$ cat src/rtl/or_gate_sync.sv
// Two-input bitwise OR with a zero-latency output plus registered status:
// the OR value, its reduction, a rising-edge pulse and a saturating activity count.
module or_gate_sync #(
  parameter int unsigned WIDTH     = 1,
  parameter int unsigned CNT_WIDTH = 8
) (
  input  logic                 clk,
  input  logic                 rst,
  input  logic [WIDTH-1:0]     a,
  input  logic [WIDTH-1:0]     b,
  output logic [WIDTH-1:0]     z,
  output logic [WIDTH-1:0]     z_q,
  output logic                 any_q,
  output logic                 rise_q,
  output logic [CNT_WIDTH-1:0] hi_cnt
);

  logic [WIDTH-1:0]     or_val;
  logic                 any_d;

  logic [WIDTH-1:0]     zr_q,   zr_d;
  logic                 any_r_q;
  logic                 rise_r_q, rise_d;
  logic [CNT_WIDTH-1:0] cnt_q,  cnt_d;

  always_comb begin
    or_val = a | b;
    any_d  = |or_val;
    zr_d   = or_val;
    rise_d = any_d & ~any_r_q;
    cnt_d  = cnt_q;
    // Count on the registered activity flag; hold once all ones is reached.
    if (any_r_q && (cnt_q != '1)) begin
      cnt_d = cnt_q + 1'b1;
    end
  end

  always_ff @(posedge clk) begin
    if (rst) begin
      zr_q     <= '0;
      any_r_q  <= 1'b0;
      rise_r_q <= 1'b0;
      cnt_q    <= '0;
    end else begin
      zr_q     <= zr_d;
      any_r_q  <= any_d;
      rise_r_q <= rise_d;
      cnt_q    <= cnt_d;
    end
  end

  assign z      = or_val;
  assign z_q    = zr_q;
  assign any_q  = any_r_q;
  assign rise_q = rise_r_q;
  assign hi_cnt = cnt_q;

endmodule

$ cat config.mk
export PLATFORM = sky130hd
export DESIGN_NAME = or_gate_sync
export DESIGN_NICKNAME = d
export VERILOG_FILES = /design/src/rtl/or_gate_sync.sv
export SDC_FILE = /design/constraint.sdc
export NUM_CORES = 1
export LEC_CHECK = 0
export CAP_MARGIN = 0
export CORE_AREA = 8 8 45 47
export CTS_CLUSTER_SIZE = 25
export DETAILED_ROUTE_END_ITERATION = 6
export DIE_AREA = 0 0 53 55
export DONT_BUFFER_PORTS = 1
export PLACE_DENSITY = 0.61
export SYNTH_ARGS = -nofsm -noshare
export SYNTH_HDL_FRONTEND = slang
export SYNTH_SLANG_ARGS = --single-unit
$ cat constraint.sdc
create_clock -name clk -period 1.31 [get_ports clk]
set_clock_uncertainty 0.05 [all_clocks]
set_input_delay 0.262 -clock clk [delete_from_list [all_inputs] [get_ports clk]]
set_output_delay 0.262 -clock clk [all_outputs]
set_load 0.01 [all_outputs]
Word-level counts from Yosys, hierarchy flattened
Index checks and enable logic that the tools add are counted.
{"block": "classes", "shifts": 0, "order_cmp": 0, "n_mux": 0, "add_sub_neg": 1, "div": 0, "n_bitwise": 3, "multipliers": 0, "n_reduce_logical": 1, "n_eq_ne": 1}
{"cell": "8-bit by 1-bit adder with 8-bit output (second input constant)", "count": 1}
{"cell": "8-bit != test (second input constant)", "count": 1}
{"cell": "1-bit AND", "count": 1}
{"cell": "1-bit logical AND", "count": 1}
{"cell": "1-bit NOT", "count": 1}
{"cell": "1-bit OR", "count": 1}
{"block": "word_totals", "wordCells": 9, "latchBits": 0, "reg_bits": 10, "ramBits": 0, "input_bits": 4, "memories": 0, "rom_bits": 0}

Logic depth before layout (Yosys ltp)
Gate-level depths: netlist (run 1).
{"block": "logic_depth", "ltp_word": 2, "mapped_depth": 4}

Worst setup path before layout (run 1)
OpenSTA, ideal clock, no wires.
{"block": "synth_path", "path_kind": "register -> register", "start": "register cnt_q[0], in the netlist hi_cnt[0]", "end": "register cnt_q[0], in the netlist hi_cnt[0]", "arrival_ps": 1333, "n_path_buf": 0, "required_ps": 1139, "setup_slack_ps": -195, "stages_incl_launch_ff": 5, "path_cell_list": "dfxtp_1 ha_1 and3_2 a21boi_4 mux2_4"}
{"block": "synth_via", "elab_chain_cells": 2, "elab_cells_between_ends": 3, "classes_between": "add/sub: 1; eq/ne: 1; reduce/logical: 1"}
{"element": "from (decl)", "line": "24", "source": "logic [CNT_WIDTH-1:0] cnt_q, cnt_d;"}
{"element": "from (signal assigned)", "line": "48", "source": "cnt_q <= cnt_d;"}
{"element": "parallel branches: the longest is 2 deep, another holds 8-bit by 1-bit adder with 8-bit output"}
Several ways; the timed one is not identified.
A chain may end at the register's enable or synchronous reset.

Final worst setup path (run 1)
{"block": "layout_path", "start": "register cnt_q[1], in the netlist hi_cnt[1]", "end": "register cnt_q[3], in the netlist hi_cnt[3]"}
The elaborated chain is that of the path after synthesis.

==> reports/metrics.csv, run 1 <==
stage,metric,value,unit
cts,worst skew pair latency,0.26,ns
routing,final wirelength,1.22,mm
cts,CTS HTree Levels,1,
yosys,Cells after Synth,52,
yosys,synth unique cells,27,
floorplanning,total I/O pin count,16,
floorplanning,Core Area,1380,sq um
power,"Power, Total",0.603,mW
cts,CTS Hold Buffers Added,0,
yosys,synth warn,0,
layout,"commonest non-fill, non-tap cell in the layout",buf_4,
critical_path,Critical Path Source Type,flip-flop,
routing,detailed-route wire length per cell,14.8,microns
timing,Worst-Margin Slew,0.182,ns
cts,Clock Root Buffer,clkbuf_4,
yosys,synthesized area,526,sq um
power,leak pwr,0.282,nW
power,power per cell area,897,nW/um^2
routing,drt first pass iters,4,
critical_path,Critical Path Fanout Max,5,
status,status,"finished, final reports clean",
grt,GRT Total Usage,0.0927,
critical_path,CP Data Required Time,1.42,ns
routing,DR iter-0 viols,8,
yosys,Synth area leader,dfxtp_1,
floorplanning,FP Rows,14,
timing,RSZ-0062 raised after global routing,yes,
power,Worst IR Drop VDD,0.000582,V
placed_design,Placed Instance Area,639,sq um
layout,fin area,672,sq um
yosys,Area contributors post-synth,"dfxtp_1 (38%), mux2_4 (8.6%), nor2b_1 (4.8%)",
timing,Final Max Slew Viols,0,
timing,Final Cycle Share,0.995,
grt,total congestion overflow,0,
routing,vias,445,
timing,Hold WS,0.00662,ns
layout,final design utilization,0.486,
yosys,Syn Area/Cell,10.1,sq um
yosys,sequential share of the synthesized area,0.381,
floorplanning,Initial Utilization,0.380,
timing,Max Freq,767,MHz
floorplanning,Die Height,55,microns
layout,n_diodes,0,
grt,largest net degree at the start of global routing,15,
cts,CTS Buffer Depth,2,
routing,drc violations,0,
timing,final worst path period need,1.30,ns
grt,vias in the first global route,454,
placed_design,I/O Buffers,0,
placed_design,Final GP Congestion,0.709,
critical_path,critical path type,flip-flop to flip-flop,
critical_path,Critical Path AT,1.41,ns
timing,Final setup viols,0,
layout,most frequent cells in the layout,"buf_4 (14), dfxtp_1 (7), nor2_1 (6), nor2b_1 (4)",
yosys,Mapped Nets,57,
grt,first-pass GRT wire length,2.02,mm
cts,CTS Buf Count,3,
floorplanning,die area,2920,sq um
yosys,top cell type's share of synthesized area,0.381,
grt,antenna violations before repair,0,
cts,clock sinks,10,
routing,Antenna Violating Nets Remaining,0,
job,max cap viols,0,
layout,P&R area growth vs syn,27.9,%
floorplanning,die width,53,microns
timing,Max-slew headroom,0.878,
yosys,Synth Register Bits,10,
layout,ratio of cells with drive above 1 in the final layout,0.470,
min_path,hold crit path type,input pin to flip-flop,
placed_design,hpwl dp,898,microns
cts,CTS tree,yes,
timing,Final Hold Viols,0,
layout,Final nets,73,
routing,vias per cell,5.43,
cts,"Clk pin slew, worst setup/hold paths",0.07,ns
critical_path,Critical Path End Type,flip-flop,
==> where the power goes <==
group          internal, mW  total, mW  switching, mW
sequential            0.315      0.325        0.00918
combinational        0.0371     0.0671         0.0301
clock                 0.106      0.211          0.105
==> repair_timing <==
item	CTS	global route
setup buffers	0	1
endpoints found under the setup margin	1	6
pin swaps	0	1
resized for setup	0	2
==> logic make-up (layout without fill, tap and decap cells) <==
family | count (synthesis) | count (layout) | synth area share
flip-flops | 10 | 10 | 0.381
adder cells (fa/ha/maj) | 1 | 1 | 0.0238
AO/OA/AOI/OAI | 10 | 10 | 0.183
buffers and inverters | 4 | 18 | 0.0500
multiplexers | 4 | 4 | 0.105
AND/OR/NAND/NOR | 23 | 23 | 0.257
==> critical path, cell delays in order, from the launching register on <==
cell and delay, ns:
dfxtp_2 0.33, ha_4 0.15, and3_4 0.20, a21oi_2 0.15, mux2_4 0.31
==> sequential cells by signal (all words and copies together), names as in the netlist <==
signal / flops
hi_cnt: 8
any_q: 1
rise_q: 1
==> synthesized netlist by cell type <==
cell type / n
a41oi_1: 2
and3_1: 1
nand3_1: 1
a31oi_1: 2
nor2b_1: 4
inv_1: 1
and4b_1: 1
ha_1: 1
mux2_4: 3
a21boi_4: 1
mux2i_1: 1
nand2_1: 1
a41o_1: 1
and4_1: 1
buf_4: 1
nor3_1: 3
and4bb_2: 1
a211oi_1: 1
nand4_1: 1
nand2b_1: 2
buf_6: 1
dfxtp_1: 10
a211oi_2: 1
nor2_1: 6
clkbuf_1: 1
a21oi_2: 2
and3_2: 1
==> final timing paths <==
check             cells after the start  slack [ns]      start        end
setup / recovery                      4       0.007  hi_cnt[1]  hi_cnt[3]
hold / removal                        1       0.007        rst  hi_cnt[7]
hold reg to reg                       2        0.56  hi_cnt[7]  hi_cnt[7]
setup reg to reg                      4       0.007  hi_cnt[1]  hi_cnt[3]
==> layer usage <==
metal,GRT usage,vias to the layer above,wire (microns)
met1,0.101,199,533
met3,0.0134,4,74
met2,0.156,19,580
li1,-,223,-
met4,0.0776,0,27
met5,0,-,0
==> area by class of cell <==
| type | instances | area [sq um] |
|---|---|---|
| Multi-Input combinational cell | 38 | 317 |
| Inverter | 1 | 3.75 |
| Fill cell | 142 | 712 |
| Sequential cell | 10 | 204 |
| Timing Repair Buffer | 14 | 105 |
| Clock buffer | 3 | 22.5 |
| Tap cell | 16 | 20.0 |
==> per-stage QoR <==
step	cells	setup TNS [ns]	worst slack (ns)
6_report	82	0	0.00681
2_1_floorplan	52	-0.0281	-0.0259
3_3_place_gp	78	0	0.00553
4_1_cts	81	-0.00544	-0.00544
3_5_place_dp	78	0	0.00865
5_1_grt	82	-0.0753	-0.0310
No activity file was read; power rests on OpenSTA's default activity.
==> inputs of run 2 (changes only) <==
CORE_AREA = 2 2 39 41   (was 8 8 45 47)
DIE_AREA = 0 0 41 43   (was 0 0 53 55)
SETUP_SLACK_MARGIN = 0.3   (was default)
==> run 2 against run 1 <==
Routed wire length shrank 0.25%. Die area down 40%. Clock-buffer cell count up 1. Cell area grew 16%. Total power is 14% higher. Sequential cell count is the same. Via count grew 4.7%. Combinational power grew 4.5%. Non-clock buffer count increased by 1. Worst hold slack better by 0.067 ns. Critical path depth unchanged. Clock power rose by 39%. Critical path type unchanged. Highest routed layer unchanged.
==> reports/metrics.csv, run 2 (same netlist as run 1, synthesis figures left out) <==
stage,metric,value,unit,change
status,status,"finished, final reports clean",,unchanged
power,Gate power share,0.102,,was 0.111
timing,Worst-Margin Slew,0.282,ns,was 0.182 ns
power,share of total power in sequential cells,0.470,,was 0.538
timing,Setup WS post-layout,0.0154,ns,was 0.00681 ns
routing,detailed-route wire length per cell,14.4,microns,was 14.8 microns
timing,Final setup viols,0,,unchanged
placed_design,Placed Instance Area,636,sq um,was 639 sq um
routing,drt first pass iters,4,,unchanged
routing,DR iter-0 viols,6,,was 8
routing,vias,466,,was 445
critical_path,Critical Path Source Type,flip-flop,,unchanged
power,clock share of power,0.427,,was 0.350
timing,Final Hold Viols,0,,unchanged
routing,vias per cell,5.55,,was 5.43
critical_path,Critical Path AT,1.41,ns,about the same
cts,CTS Buffer Depth,2,,unchanged
placed_design,hpwl dp,815,microns,was 898 microns
layout,Final nets,74,,was 73
timing,RSZ-0062 raised after global routing,yes,,unchanged
timing,Final Cycle Share,0.988,,was 0.995
min_path,hold crit path type,input pin to flip-flop,,unchanged
placed_design,Setup WS pre-CTS,-0.00796,ns,was 0.00865 ns
floorplanning,FP Rows,14,,unchanged
layout,number of flip-flops in the largest register,8,,unchanged
layout,final cell count without fillers,84,,was 82
power,Worst IR Drop VDD,0.000569,V,was 0.000582 V
timing,setup_tns,0,ns,unchanged
critical_path,cell family with most CP delay,flip-flops,,unchanged
floorplanning,Die Height,43,microns,was 55 microns
layout,register area,218,sq um,was 204 sq um
grt,largest net degree at the start of global routing,11,,was 15
layout,n_diodes,0,,unchanged
floorplanning,Core Area,1380,sq um,unchanged
cts,CTS tree,yes,,unchanged
placed_design,Final GP Congestion,0.717,,was 0.709
floorplanning,total I/O pin count,16,,unchanged
timing,Max Freq,772,MHz,was 767 MHz
timing,final worst path period need,1.29,ns,was 1.30 ns
layout,"commonest non-fill, non-tap cell in the layout",buf_6,,was buf_4
critical_path,"critical path, cell by cell","ha_4, and3_4, a21boi_4, mux2_4",,"was ha_4, and3_4, a21oi_2, mux2_4"
timing,Hold WS,0.0740,ns,was 0.00662 ns
layout,ratio of cells with drive above 1 in the final layout,0.618,,was 0.470
power,leak pwr,0.307,nW,was 0.282 nW
routing,final wirelength,1.21,mm,was 1.22 mm
grt,total congestion overflow,0,,unchanged
cts,worst skew pair latency,0.28,ns,was 0.26 ns
grt,GRT Total Usage,0.166,,was 0.0927
timing,Max-slew headroom,0.811,,was 0.878
power,Psw,0.168,mW,was 0.144 mW
floorplanning,die width,41,microns,was 53 microns
grt,antenna violations before repair,0,,unchanged
layout,Filler Cell Count,122,,was 142
cts,CTS HTree Levels,1,,unchanged
critical_path,Crit path buffers/inverters,0,,unchanged
critical_path,CP Data Required Time,1.42,ns,about the same
critical_path,critical path type,flip-flop to flip-flop,,unchanged
power,P_int,0.517,mW,was 0.459 mW
power,"Power, Total",0.685,mW,was 0.603 mW
cts,Clock Root Buffer,clkbuf_4,,unchanged
critical_path,slowest CP cell,dfxtp_2,,unchanged
layout,most frequent cells in the layout,"buf_6 (9), nor2_1 (6), dfxtp_2 (5), buf_4 (5), nor2b_1 (4)",,"was buf_4 (14), dfxtp_1 (7), nor2_1 (6), nor2b_1 (4)"
cts,clock sinks,10,,unchanged
layout,fin area,779,sq um,was 672 sq um
critical_path,Critical Path Max Stage Delay,0.34,ns,was 0.33 ns
grt,vias in the first global route,437,,was 454
cts,CTS Buf Count,3,,unchanged
critical_path,Critical Path End Type,flip-flop,,unchanged
floorplanning,Initial Utilization,0.380,,unchanged
placed_design,placed cells,76,,was 78
critical_path,Critical Path Fanout Max,5,,unchanged
power,Sw Ratio,0.245,,was 0.239
routing,Antenna Violating Nets Remaining,0,,unchanged
critical_path,R2R Setup Slk,0.02,ns,was 0.007 ns
job,max cap viols,0,,unchanged
layout,final design utilization,0.563,,was 0.486
floorplanning,die area,1760,sq um,was 2920 sq um
layout,P&R area growth vs syn,48.3,%,was 27.9%
cts,"Clk pin slew, worst setup/hold paths",0.07,ns,about the same
placed_design,I/O Buffers,0,,unchanged
grt,first-pass GRT wire length,1.90,mm,was 2.02 mm
timing,Final Max Slew Viols,0,,unchanged
power,power per cell area,879,nW/um^2,was 897 nW/um^2
layout,Multi-input gate area,353,sq um,was 317 sq um
routing,drc violations,0,,unchanged
run 2: changes by cell type in the layout (fill, tap and decap cells not counted), moves of 2 or more:
cell | before | now
buf_4 | 14 | 5
buf_6 | 0 | 9
dfxtp_1 | 7 | 2
dfxtp_2 | 3 | 5
dfxtp_4 | 0 | 3
nor3_1 | 3 | 1
nor3_2 | 0 | 2
run 2: path summary, 6_finish.rpt:
check / to / startpoint / cells after the start
min reg2reg: hi_cnt[7] / hi_cnt[7] / 2
min: hi_cnt[6] / rst / 2
max: hi_cnt[0] / hi_cnt[1] / 4
max reg2reg: hi_cnt[0] / hi_cnt[1] / 4
run 2: routing by layer:
layer  part of all wire  vias up  track usage
li1                   -      225            -
met2               0.48       14        0.244
met1               0.43      222        0.188
met3              0.051        5       0.0419
met4              0.036        0        0.140
met5                  0        -            0
run 2: area by class of cell:
class                           instances  area share
Clock buffer                            4      0.0465
Timing Repair Buffer                   15       0.191
Tap cell                               16      0.0257
Inverter                                1     0.00482
Sequential cell                        10       0.279
Multi-Input combinational cell         38       0.453
run 2: power by group through the flow:
stage / clock (mW) / sequential (mW) / combinational (mW)
final: 0.293 / 0.322 / 0.0701
after global routing: 0.306 / 0.324 / 0.0795
after CTS: 0.297 / 0.321 / 0.0680
after detailed placement: 0 / 0.329 / 0.0587
after global placement: 0 / 0.329 / 0.0578
after floorplan: 0 / 0.336 / 0.0380
run 2: worst reg2reg max path, stage by stage (launching register included):
cell and delay [ns]:
dfxtp_2 0.34, ha_4 0.16, and3_4 0.18, a21boi_4 0.15, mux2_4 0.31
run 2: timing repair:
item | in CTS | in global routing
setup endpoints to repair | 18 | 19
cloned | 0 | 0
pin swaps | 2 | 5
gates resized for setup | 9 | 11
buffers inserted | 1 | 2
hold buffers | 1 | 0
hold endpoints to repair | 5 | 0
